### src/rtl/instr_fetch_queue.sv
// Instruction-fetch front end: owns the fetch PC, issues in-order imem reads,
// and buffers returned words as {pc, instr} entries for the decode stage.
module instr_fetch_queue #(
    parameter int unsigned       DEPTH    = 4,
    parameter int unsigned       ADDR_W   = 32,
    parameter int unsigned       DATA_W   = 32,
    parameter logic [ADDR_W-1:0] RESET_PC = '0
) (
    input  logic              clk,
    input  logic              rst,
    output logic              imem_req_valid,
    input  logic              imem_req_ready,
    output logic [ADDR_W-1:0] imem_req_addr,
    input  logic              imem_rsp_valid,
    input  logic [DATA_W-1:0] imem_rsp_data,
    input  logic              redirect_valid,
    input  logic [ADDR_W-1:0] redirect_pc,
    output logic              id_valid,
    input  logic              id_ready,
    output logic [DATA_W-1:0] id_instr,
    output logic [ADDR_W-1:0] id_pc
);

    localparam int unsigned PTR_W = $clog2(DEPTH);
    localparam int unsigned CNT_W = PTR_W + 1;
    localparam int unsigned SUM_W = CNT_W + 1;

    logic              rst_q;
    logic [ADDR_W-1:0] fetch_pc;
    logic [CNT_W-1:0]  count;
    logic [CNT_W-1:0]  outstanding;
    logic [CNT_W-1:0]  drop_cnt;
    logic [PTR_W-1:0]  tag_wr;
    logic [PTR_W-1:0]  tag_rd;
    logic [PTR_W-1:0]  wr_ptr;
    logic [PTR_W-1:0]  rd_ptr;
    logic [ADDR_W-1:0] tag_mem   [DEPTH];
    logic [ADDR_W-1:0] pc_mem    [DEPTH];
    logic [DATA_W-1:0] instr_mem [DEPTH];

    logic [SUM_W-1:0]  in_flight;
    logic              req_fire;
    logic              rsp_keep;
    logic              id_pop;

    // Credit: every issued request is guaranteed a data-queue slot on return.
    always_comb begin
        in_flight      = {1'b0, outstanding} + {1'b0, count};
        imem_req_valid = !rst_q && !redirect_valid
                         && (in_flight < SUM_W'(DEPTH))
                         && (drop_cnt == '0);
        req_fire       = imem_req_valid && imem_req_ready;
        rsp_keep       = imem_rsp_valid && (drop_cnt == '0) && !redirect_valid;
        id_pop         = id_valid && id_ready;
    end

    assign imem_req_addr = fetch_pc;
    assign id_valid      = (count != '0);
    assign id_pc         = pc_mem[rd_ptr];
    assign id_instr      = instr_mem[rd_ptr];

    always_ff @(posedge clk) begin
        rst_q <= rst;
        if (rst) begin
            fetch_pc    <= RESET_PC;
            count       <= '0;
            outstanding <= '0;
            drop_cnt    <= '0;
            tag_wr      <= '0;
            tag_rd      <= '0;
            wr_ptr      <= '0;
            rd_ptr      <= '0;
            for (int unsigned i = 0; i < DEPTH; i++) begin
                tag_mem[i]   <= '0;
                pc_mem[i]    <= '0;
                instr_mem[i] <= '0;
            end
        end else begin
            // Tag FIFO tracks the PC of every outstanding request, dropped or not.
            if (req_fire) begin
                tag_mem[tag_wr] <= fetch_pc;
                tag_wr          <= tag_wr + PTR_W'(1);
            end
            if (imem_rsp_valid) begin
                tag_rd <= tag_rd + PTR_W'(1);
            end
            if (rsp_keep) begin
                pc_mem[wr_ptr]    <= tag_mem[tag_rd];
                instr_mem[wr_ptr] <= imem_rsp_data;
                wr_ptr            <= wr_ptr + PTR_W'(1);
            end
            outstanding <= outstanding + CNT_W'(req_fire) - CNT_W'(imem_rsp_valid);

            if (redirect_valid) begin
                // Everything still in flight after this edge belongs to the old path.
                fetch_pc <= redirect_pc;
                count    <= '0;
                rd_ptr   <= wr_ptr;
                drop_cnt <= outstanding - CNT_W'(imem_rsp_valid);
            end else begin
                if (req_fire) begin
                    fetch_pc <= fetch_pc + ADDR_W'(4);
                end
                count <= count + CNT_W'(rsp_keep) - CNT_W'(id_pop);
                if (id_pop) begin
                    rd_ptr <= rd_ptr + PTR_W'(1);
                end
                if (imem_rsp_valid && (drop_cnt != '0)) begin
                    drop_cnt <= drop_cnt - CNT_W'(1);
                end
            end
        end
    end

endmodule

### config.mk
export PLATFORM = sky130hd
export DESIGN_NAME = instr_fetch_queue
export DESIGN_NICKNAME = d
export VERILOG_FILES = /design/src/rtl/instr_fetch_queue.sv
export SDC_FILE = /design/constraint.sdc
export NUM_CORES = 1
export LEC_CHECK = 0
export CAP_MARGIN = 10
export CORE_MARGIN = 8
export CORE_UTILIZATION = 62
export CTS_CLUSTER_SIZE = 20
export DETAILED_ROUTE_END_ITERATION = 8
export GPL_ROUTABILITY_DRIVEN = 0
export HOLD_SLACK_MARGIN = 0.06
export PLACE_DENSITY_LB_ADDON = 0.2
export SYNTH_ARGS = -nofsm -noshare
export SYNTH_HDL_FRONTEND = slang
export SYNTH_SLANG_ARGS = --single-unit
### constraint.sdc
create_clock -name clk -period 16.2 [get_ports clk]
set_input_delay 3.24 -clock clk [delete_from_list [all_inputs] [get_ports clk]]
set_output_delay 3.24 -clock clk [all_outputs]
set_load 0.005 [all_outputs]
# Yosys cells after proc, flatten, opt, wreduce, memory -nomap -nowiden
# Memory sizes are Yosys's and may differ from the RTL's. A register that Yosys moved wholly into a read port is not among the register bits.
# Cells that the tools add are included.
# totals
regBits	50
latchBits	0
ramBits	384
rom_bits	0
input_bits	70
out_inout_bits	98
wordCells	74
mem_count	3
# mem_list
name	words	width	read_ports	rd_clocked_by_memory_dff	wr	line	source
instr_mem	4	32	1	1	4	39	logic [DATA_W-1:0] instr_mem [DEPTH];
pc_mem	4	32	1	1	4	38	logic [ADDR_W-1:0] pc_mem [DEPTH];
tag_mem	4	32	1	1	4	37	logic [ADDR_W-1:0] tag_mem [DEPTH];
# op_classes
addsub	12
mul	0
div_mod_pow	0
n_lt_le_gt_ge	1
n_eq_ne	0
n_shift	0
muxes	29
bitwise	0
reduce_logical	20
# ops
operator	count
two-way mux 32 bit	5
OR reduction 32 bit	3
adder 32 x 3 -> 32 bit, second input constant	1
two-way mux 2 bit	11
two-way mux 1 bit	11
subtractor 3 x 1 -> 3 bit	3
adder 2 x 1 -> 2 bit, second input constant	4
logical AND 1 bit	8
adder 3 x 1 -> 3 bit	2
two-way mux 3 bit	2
nonzero test 2 bit	3
nonzero test 3 bit	2
adder 3 x 3 -> 4 bit	1
less-than comparator 4 x 3 -> 1 bit, second input constant	1
zero test 3 bit	1
subtractor 3 x 1 -> 3 bit, second input constant	1
zero test 1 bit	2
OR reduction 2 bit	1

# Depth between registers and ports, before layout
# Gate-level depths: netlist of run 1.
# depth
word_depth	10
ltp_mapped	16

# Worst setup path after synthesis of run 1
# OpenSTA, ideal clock, no wires.
# synth_timing
path_type	input port to flip-flop
from	in redirect_valid
to	mem instr_mem[3][0] (enable)
setup_time_ns	0.574
t_arrival_ns	8.605
t_required_ns	15.626
path_slack_ns	7.021
path_stages	6
path_cell_list	buf_6 > nor3b_2 > and2_1 > clkbuf_1 > nand2_1 > o21ai_0
# synth_lines
element	line	source
start: declaration	16	input logic redirect_valid,
end: declaration	39	

# Final worst setup path of run 1
# layout_timing
from	in redirect_valid
to	out imem_req_valid
# layout_between
elab_chain_len	4
# layout_rtl
element	line	source
zero test 1 bit	49	imem_req_valid = !rst_q && !redirect_valid
logical AND 1 bit	49	
logical AND 1 bit	50	&& (in_flight < SUM_W'(DEPTH))
logical AND 1 bit	51	&& (drop_cnt == '0);
end: declaration	11	output logic imem_req_valid,
# No other way between the ends.

==> metrics.md, run 1 <==
| Metric | Value |
|---|---|
| Status | complete, no violations |
| Max stage delay on crit path | 500 ps |
| Critical Path RT | 12960 ps |
| RSZ-0062 raised after global routing | false |
| Tmin final | 8130 ps |
| DIE AREA | 37200 um2 |
| H-tree levels | 2 |
| CTS sink cnt | 438 |
| Worst path bufs/invs | 3 |
| Total GRT Usage | 23.0% |
| Register area | 12600 um2 |
| Cell Pwr Density | 113 nW/um2 |
| Grt ovf | 0 |
| Max FO, Critical Path | 44 |
| Slew margin rel. | 30.5% |
| Post-Syn Instances | 1310 |
| # rows | 64 |
| Post-route cell area | 22700 um2 |
| Cell variety after synth | 53 |
| Slowest cell on crit path | clkdlybuf4s50_1 |
| Fill cells | 1911 |
| Arrival @ worst endpoint | 4890 ps |
| Most utilized layer in the global route result | met2 |
| Post-DP Area | 21300 um2 |
| Multi-input gate area | 6310 um2 |
| Share of cells above drive strength 1 | 14.6% |
| Mapped Avg Cell Area | 14.8 um2 |
| DRC Markers | 0 |
| Cts bufs inserted | 44 |
| Synth area leader | edfxtp_1 |
| Number of flops mapped to enable cells by yosys | 384 |
| Most frequent cell after synthesis | edfxtp_1 |
| Fin Hold WS | 541 ps |
| I/O pin total | 168 |
| ANT cells | 0 |
| Yosys top cell area share | 59.5% |
| Total core area | 30700 um2 |
| Worst vdd ir | 67.9 uV |
| Part of the power in combinational logic | 10.2% |
| Nets@finish | 1518 |
| Clock Skews | 12.8 ps |
| Avg WL per Cell | 22.7 um |
| Met2 Usage GRT | 38.8% |
| Clock Latency Late Sink | 540 ps |
| Top_reg_cell synth | edfxtp_1 |
| Routing usage on met3 | 3.99% |
| Sw Ratio | 22.4% |
| HP Class | flip-flop to flip-flop |
| Vias in the first global route | 12000 |
| Pint | 2000 uW |
| Vias | 11500 |
| Setup crit end kind | output pin |
| Chip Height | 193 um |
| Synth Warn # | 0 |
| Async S/R FF share, synth | 0% |
| Hold_buf cts | 0 |
| DP Wirelength | 24300 um |
| Setup bufs post-CTS | 0 |
| Die X | 193 um |
| Seq/Total Area, Yosys | 65.1% |
| Leak pwr | 0.00860 uW |
| Top post-synthesis cells by area | edfxtp_1 (60%), mux4_2 (11%), and2_1 (7.2%) |
| Clk slew on worst S/H paths | 60 ps |
| Least-Margin Pin Slew | 1040 ps |
| CP Launch Type | input port |
| Global-route wire length before repair | 66300 um |
| DRT Pass-1 Iters | 5 |
| Crit Path Class | input port to output pin |
| Cell Chain, Critical Path | clkdlybuf4s50_1 -> buf_4 -> nor3b_2 -> and3_1 -> clkdlybuf4s50_1 |
| Port Buffer Count | 167 |
| Syn nets | 1393 |
| Count of pins over their slew limit | 0 |
| Clk pwr share | 38.4% |
| Pre-CTS setup slack | 8090 ps |
| Max Clk Rate | 0.123 GHz |
| Sequential power share | 51.4% |
| CP top delay family | buffers and inverters |
| Mapped Area | 19400 um2 |
| ANT nets after route | 0 |
| CTS tree | yes |
| Initial antenna violation count | 0 |
| CTS root buffer | clkbuf_16 |
| Final Cycle Share | 50.2% |
| Vias/cell | 6.15 |
| Resize count post-CTS | 0 |
| # Max-Cap Violations | 0 |
| WL final | 42400 um |
| Final Setup Violations | 0 |
| Starting Density | 63.2% |
| Clk buf depth | 3 |
| Final worst setup slack | 8070 ps |
| Crit path top cell by count | clkdlybuf4s50_1 |
| Top cells by count, synth | edfxtp_1 (384), and2_1 (223), and3_1 (170) |
| Largest net degree at the start of global routing | 76 |
| Final hold vios | 0 |
| Area Overhead vs Synth | 17.3% |
| Met1 Use GR | 30.9% |
| NetSw | 576 uW |
| Final TNS setup | 0 ps |
| Iter 0 DRT Violations | 871 |
| Yosys reg bits | 438 |
-- layer usage --
metal  vias up  share of wire (%)  routed length (um)
met5         -                  0                   0
met4         0                1.8                 776
met3        64                7.8                3300
met2       490                 49               20900
met1      5738                 41               17400
li1       5189                  -                   -
-- metrics by stage --
step	std cells	total power, uW	utilization, %
after floorplan	1310	1480	-
after detailed placement	1785	1610	69.5
after CTS	1866	2590	74.1
after global routing	1866	2660	74.1
final	1866	2570	74.1
after global placement	1785	1600	69.5
-- final timing paths --
kind | start | endpoint | slack [ps] | cells after the start
hold reg to reg | tag_rd[1] | tag_rd[1] | 540 | 2
hold / removal | tag_rd[1] | tag_rd[1] | 540 | 2
setup / recovery | redirect_valid | imem_req_valid | 8070 | 5
setup reg to reg | drop_cnt[0] | pc_mem[2][18] | 12150 | 11
-- power by group through the flow --
stage	clock, uW	sequential [uW]	combinational (uW)
floorplan	0	1330	153
global placement	0	1340	261
detailed placement	0	1340	265
CTS	1000	1320	266
global route	1050	1330	285
finish	988	1320	263
-- tightest hold or removal path, cell delays in order (launching register included) --
cell and delay (ps):
dfxtp_1 320, xor2_1 60, nor2_1 110
-- area by class of cell --
type                            instances  area share, %
Sequential cell                       438           55.5
Multi-Input combinational cell        745           27.8
Timing Repair Buffer                  189           8.06
Clock buffer                           55           5.21
Tap cell                              396           2.18
Clock inverter                         26          0.991
Inverter                               17          0.281
-- state kept, by name, summed over array words and instances, names as in the netlist, named ones only --
name,flops
pc_mem,128
tag_mem,128
drop_cnt,3
imem_req_addr,32
count,3
rd_ptr,2
tag_rd,2
wr_ptr,2
tag_wr,2
instr_mem,128
outstanding,3
rst_q,1
-- logic make-up after synthesis --
group	after synthesis	share of synthesized area, %
simple gates	531	16.3
flops	438	65.1
buf+inv	127	2.70
mux	103	11.6
compound gates	78	2.52
xor+xnor	20	0.904
fa+ha+maj	13	0.917
-- layout by cell type, fill, tap and decap left out, drive strengths merged, types with 2 or more instances in the layout --
cell | synthesis | layout
and3 | 170 | 170
xnor2 | 12 | 12
or4 | 2 | 2
nor2 | 34 | 34
nand2b | 2 | 2
edfxtp | 384 | 384
dfxtp | 54 | 54
buf | 21 | 23
clkbuf | 89 | 55
nor2b | 3 | 3
nor3b | 2 | 2
nor3 | 11 | 11
nand2 | 40 | 40
bufinv | 0 | 4
inv | 17 | 19
and2 | 223 | 223
ha | 11 | 11
or2 | 2 | 2
mux2i | 2 | 2
a21oi | 27 | 27
a31oi | 10 | 10
a211oi | 7 | 7
o21ai | 13 | 13
clkinv | 0 | 19
a21o | 2 | 2
fa | 2 | 2
a2bb2oi | 3 | 3
a32oi | 2 | 2
or3 | 4 | 4
nand4 | 14 | 14
a22oi | 2 | 2
xor2 | 8 | 8
nor4 | 6 | 6
nand3 | 15 | 15
o311ai | 2 | 2
mux2 | 5 | 5
clkdlybuf4s50 | 0 | 166
and4 | 2 | 2
mux4 | 96 | 96
o22ai | 2 | 2
Power figures use the tool's default switching activity.
==> run 2, diff against run 1 <==
CORE_UTILIZATION = 58   (was 62)
clock period = 8.4 ns   (was 16.2 ns; I/O delays follow)
==> metrics.md, run 2 (synthesis results as in run 1) <==
| Metric | Value |
|---|---|
| Slew margin rel. | 22.5% (-8.0 points) |
| Biggest regs | instr_mem (128), pc_mem (128), tag_mem (128) |
| Final Setup Violations | 0 (unchanged) |
| Count of pins over their slew limit | 0 (unchanged) |
| Global-route wire length before repair | 66300 um (about the same) |
| Register-to-register setup slack | 4070 ps (-8080 ps) |
| Iter 0 DRT Violations | 821 (-5.7%) |
| H-tree levels | 2 (unchanged) |
| Vias | 11300 (-1.7%) |
| DRC Markers | 0 (unchanged) |
| CP top delay family | simple AND/OR/NAND/NOR gates |
| Most frequent cells in the layout | edfxtp_1 (384), and2_1 (222), and3_1 (170) |
| Worst-case reg-to-reg path depth | 8 (-3) |
| Share of cells above drive strength 1 | 14.3% (-0.29 points) |
| Arrival @ worst endpoint | 5530 ps (+640 ps) |
| Port Buffer Count | 167 (unchanged) |
| Cell Pwr Density | 220 nW/um2 (+95%) |
| Resize count post-CTS | 0 (unchanged) |
| CTS root buffer | clkbuf_16 |
| Multi-input gate area | 6300 um2 (-0.14%) |
| Cell Chain, Critical Path | clkdlybuf4s50_1 -> buf_4 -> nor3b_2 -> and4_1 -> buf_4 -> nand2_1 -> nor3_2 -> buf_4 -> or2_2 |
| Avg WL per Cell | 22.3 um (-1.8%) |
| # Max-Cap Violations | 0 (unchanged) |
| WL final | 42800 um (+1.1%) |
| Max Clk Rate | 0.186 GHz |
| Hold_buf cts | 0 (unchanged) |
| Leak pwr | 0.00861 uW (+0.19%) |
| HP Class | flip-flop to flip-flop |
| Worst path bufs/invs | 4 (+1) |
| Source of the worst register-to-register timing path | count[2] |
| ANT cells | 0 (unchanged) |
| Crit Path Class | input port to flip-flop |
| Final hold vios | 0 (unchanged) |
| Die X | 199 um (+3.1%) |
| DRT Pass-1 Iters | 5 (unchanged) |
| Worst Setup EP | tag_mem[0][11] |
| Total GRT Usage | 21.7% (-1.3 points) |
| RSZ-0062 raised after global routing | false |
| Setup crit end kind | flip-flop |
| CTS tree | yes |
| Clk slew on worst S/H paths | 60 ps (about the same) |
| Vias in the first global route | 11500 (-4.1%) |
| Clk buf depth | 3 (unchanged) |
| Area Overhead vs Synth | 17.8% |
| Initial antenna violation count | 0 (unchanged) |
| Vias/cell | 5.88 (-4.4%) |
| Worst vdd ir | 130 uV (+91%) |
| # rows | 67 (+4.7%) |
| Total core area | 33200 um2 (+8.2%) |
| Reg2reg end | tag_mem[0][11] |
| Final Cycle Share | 63.9% |
| Largest net degree at the start of global routing | 68 (-11%) |
| Crit path from | redirect_valid |
| Cts bufs inserted | 46 (+4.5%) |
| Clock Skews | 13.6 ps (+0.831 ps) |
| Post-layout power | 5020 uW (+95%) |
| Commonest non-fill, non-tap cell in the layout | edfxtp_1 |
| Critical Path RT | 8560 ps (-4400 ps) |
| Chip Height | 199 um (+3.1%) |
| Final TNS setup | 0 ps (unchanged) |
| Least-Margin Pin Slew | 1160 ps (+123 ps) |
| I/O pin total | 168 (unchanged) |
| Status | complete, no violations |
| DP Wirelength | 25000 um (+2.9%) |
| DIE AREA | 39500 um2 (+6.3%) |
| Max stage delay on crit path | 880 ps (+380 ps) |
| Fill cells | 2284 (+20%) |
| Crit. path cell count | 9 (+4) |
| Starting Density | 58.4% (-4.8 points) |
| Max FO, Critical Path | 44 (unchanged) |
| CTS sink cnt | 438 (unchanged) |
| Register area | 12600 um2 (unchanged) |
| Grt ovf | 0 (unchanged) |
| Slowest cell on crit path | and4_1 |
| ANT nets after route | 0 (unchanged) |
| Nets@finish | 1518 (unchanged) |
| Tmin final | 5370 ps |
| Clock Latency Late Sink | 540 ps (about the same) |
| Crit path top cell by count | buf_4 |
| Setup bufs post-CTS | 0 (unchanged) |
| CP Launch Type | input port |
-- run 2: final cells by class --
class                   instances  share of cell area, %
flip-flops and latches        438                   55.3
multi-input cells             745                   27.6
repair buffers                187                   7.96
clock buffers                  58                   5.33
well taps                     448                   2.45
clock inverters                27                   1.10
inverters                      17                  0.279
-- run 2: through the flow --
step	hold WS, ps	util, %	setup slack [ps]	cells	area, um2
after floorplan	463	-	781	1310	19400
after global placement	501	64.4	2590	1835	21400
after detailed placement	519	64.4	2460	1835	21400
after CTS	533	68.8	3020	1920	22800
after global routing	593	68.8	2690	1920	22800
final	536	68.8	3030	1920	22800
-- run 2: power breakdown --
part | total [uW] | switching, uW | leakage [uW] | internal (uW)
clock | 1970 | 793 | 0.000718 | 1180
sequential | 2540 | 66.6 | 0.00442 | 2480
combinational | 510 | 260 | 0.00348 | 250
-- run 2: layer usage --
metal,GRT usage (%),up-vias,part of all wire [%]
li1,-,5203,-
met1,29.8,5645,43
met2,36.3,392,49
met3,3.74,51,6.6
met4,4.39,0,1.5
met5,0,-,0
-- run 2: worst min path at each step --
| stage | cells past startpoint | slack [ps] | from | to |
|---|---|---|---|---|
| 4_1_cts | 2 | 530 | tag_rd[1] | flip-flop |
| 3_3_place_gp | 2 | 500 | tag_rd[1] | flip-flop |
| 5_1_grt | 2 | 590 | wr_ptr[1] | wr_ptr[1] |
| 6_report | 2 | 540 | tag_rd[1] | flip-flop |
| 2_1_floorplan | 2 | 460 | wr_ptr[1] | wr_ptr[1] |
| 3_5_place_dp | 2 | 520 | tag_rd[1] | flip-flop |
-- run 2: tightest hold or removal path, cell delays in order (launching register included) --
cell     delay (ps)
dfxtp_1         320
xor2_1           60
nor2_1          110
==> run 3, diff against run 2 <==
clock period = 5.6 ns   (was 8.4 ns; I/O delays follow)
==> metrics.md, run 3 (synthesis results as in run 1) <==
| Metric | Value |
|---|---|
| Status | complete, no violations |
| Initial antenna violation count | 0 (unchanged) |
| Most frequent cells in the layout | edfxtp_1 (384), and2_1 (222), and3_1 (170) |
| Final TNS setup | 0 ps (unchanged) |
| Worst vdd ir | 236 uV (+83%) |
| Vias | 11400 (+1.0%) |
| Cell Chain, Critical Path | buf_4 -> mux4_2 -> clkdlybuf4s50_1 |
| DIE AREA | 39500 um2 (unchanged) |
| CP Launch Type | flip-flop |
| Critical Path RT | 4480 ps (-4080 ps) |
| Clk buf depth | 3 (unchanged) |
| # rows | 67 (unchanged) |
| Global-route wire length before repair | 68200 um (+2.8%) |
| Slowest cell on crit path | dfxtp_4 |
| Chip Height | 199 um (unchanged) |
| Resize count post-CTS | 0 (unchanged) |
| Final worst setup slack | 1510 ps (-1520 ps) |
| Fin Hold WS | 557 ps (+20.2 ps) |
| Slew margin rel. | 35.8% (+13 points) |
| Total GRT Usage | 22.3% (+0.62 points) |
| Register-to-register setup slack | 2370 ps (-1700 ps) |
| Port Buffer Count | 167 (unchanged) |
| Commonest non-fill, non-tap cell in the layout | edfxtp_1 |
| I/O pin total | 168 (unchanged) |
| Leak pwr | 0.00859 uW (-0.28%) |
| Setup crit end kind | output pin |
| Grt ovf | 0 (unchanged) |
| Vias/cell | 5.93 (+0.92%) |
| Avg WL per Cell | 22.7 um (+1.8%) |
| DP Wirelength | 25600 um (+2.3%) |
| Post-Place Cells | 1843 (+0.44%) |
| Clock Skews | 10.9 ps (-2.68 ps) |
| Final Cycle Share | 73.0% |
| Vias in the first global route | 11800 (+3.0%) |
| RSZ-0062 raised after global routing | false |
| Max Clk Rate | 0.245 GHz |
| DRT Pass-1 Iters | 5 (unchanged) |
| Biggest regs | instr_mem (128), pc_mem (128), tag_mem (128) |
| Max FO, Critical Path | 32 (-27%) |
| Area Overhead vs Synth | 17.5% |
| Final Setup Violations | 0 (unchanged) |
| Arrival @ worst endpoint | 2970 ps (-2560 ps) |
| Pre-CTS setup slack | 1450 ps (-1010 ps) |
| Least-Margin Pin Slew | 963 ps (-199 ps) |
| Total core area | 33200 um2 (unchanged) |
| WL final | 43600 um (+1.9%) |
| Starting Density | 58.4% (unchanged) |
| Crit Path Class | flip-flop to output pin |
| ANT nets after route | 0 (unchanged) |
| Source of the worst register-to-register timing path | outstanding[2] |
| Setup bufs post-CTS | 0 (unchanged) |
| CTS tree | yes |
| Nets@finish | 1525 (+0.46%) |
| CTS root buffer | clkbuf_16 |
| Tmin final | 4090 ps |
| # Max-Cap Violations | 0 (unchanged) |
| Count of pins over their slew limit | 0 (unchanged) |
| H-tree levels | 2 (unchanged) |
| Worst-case reg-to-reg path depth | 7 (-1) |
| Reg2reg end | tag_mem[0][29] |
| ANT cells | 0 (unchanged) |
| Iter 0 DRT Violations | 828 (+0.85%) |
| HP Class | flip-flop to flip-flop |
| Min-Delay Startpoint | tag_rd[1] |
| Clk slew on worst S/H paths | 60 ps (about the same) |
| Max stage delay on crit path | 770 ps (-110 ps) |
| CTS sink cnt | 438 (unchanged) |
| Cell Pwr Density | 323 nW/um2 (+47%) |
| Share of cells above drive strength 1 | 14.6% (+0.25 points) |
| Non-Filler Instances | 1922 (+0.10%) |
| Post-layout util | 68.6% (-0.19 points) |
| Hold_buf cts | 0 (unchanged) |
| Clock Latency Late Sink | 540 ps (about the same) |
| Die X | 199 um (unchanged) |
| Cts bufs inserted | 45 (-2.2%) |
| Hold path depth | 2 (unchanged) |
| Final hold vios | 0 (unchanged) |
| Largest net degree at the start of global routing | 68 (unchanged) |
| DRC Markers | 0 (unchanged) |
==> run 3: critical path, delay by kind of cell, from the launching register on <==
family / cells / cell delay, ps
buffers and inverters: 2 / 1070
flip-flops: 1 / 770
multiplexers: 1 / 580
==> run 3: worst max path at each step <==
stage | start | end | slack, ps | cells past startpoint
final | flip-flop | id_pc[19] | 1510 | 3
after global routing | flip-flop | id_pc[19] | 1300 | 3
after CTS | flip-flop | id_pc[19] | 1410 | 3
after detailed placement | redirect_valid | instr_mem[1][28] | 1450 | 7
after global placement | redirect_valid | pc_mem[1][24] | 1510 | 7
after floorplan | redirect_valid | instr_mem[3][0] | 270 | 6
==> run 3: cell type report <==
cell class / count / area (um2)
inverter: 17 / 63.8
timing repair buffer: 195 / 1890
sequential: 438 / 12600
multi-input combinational: 745 / 6300
clock buffer: 63 / 1230
tap: 448 / 561
fill: 2287 / 10400
clock inverter: 16 / 109
==> run 3: report_power, final <==
part | switching [uW] | internal [uW]
clock | 1180 | 1580
sequential | 107 | 3710
combinational | 386 | 379
==> run 3: layer usage <==
layer | part of all wire (%) | vias up | track usage, %
met3 | 6.5 | 51 | 3.70
met1 | 43 | 5794 | 30.9
met5 | 0 | - | 0
li1 | - | 5193 | -
met4 | 1.5 | 0 | 5.44
met2 | 49 | 369 | 36.7
==> run 3: per-stage QoR <==
step                power (uW)  area, um2
floorplan                 4280      19400
global placement          4640      21400
detailed placement        4660      21400
CTS                       7410      22800
global route              7590      22800
finish                    7350      22800
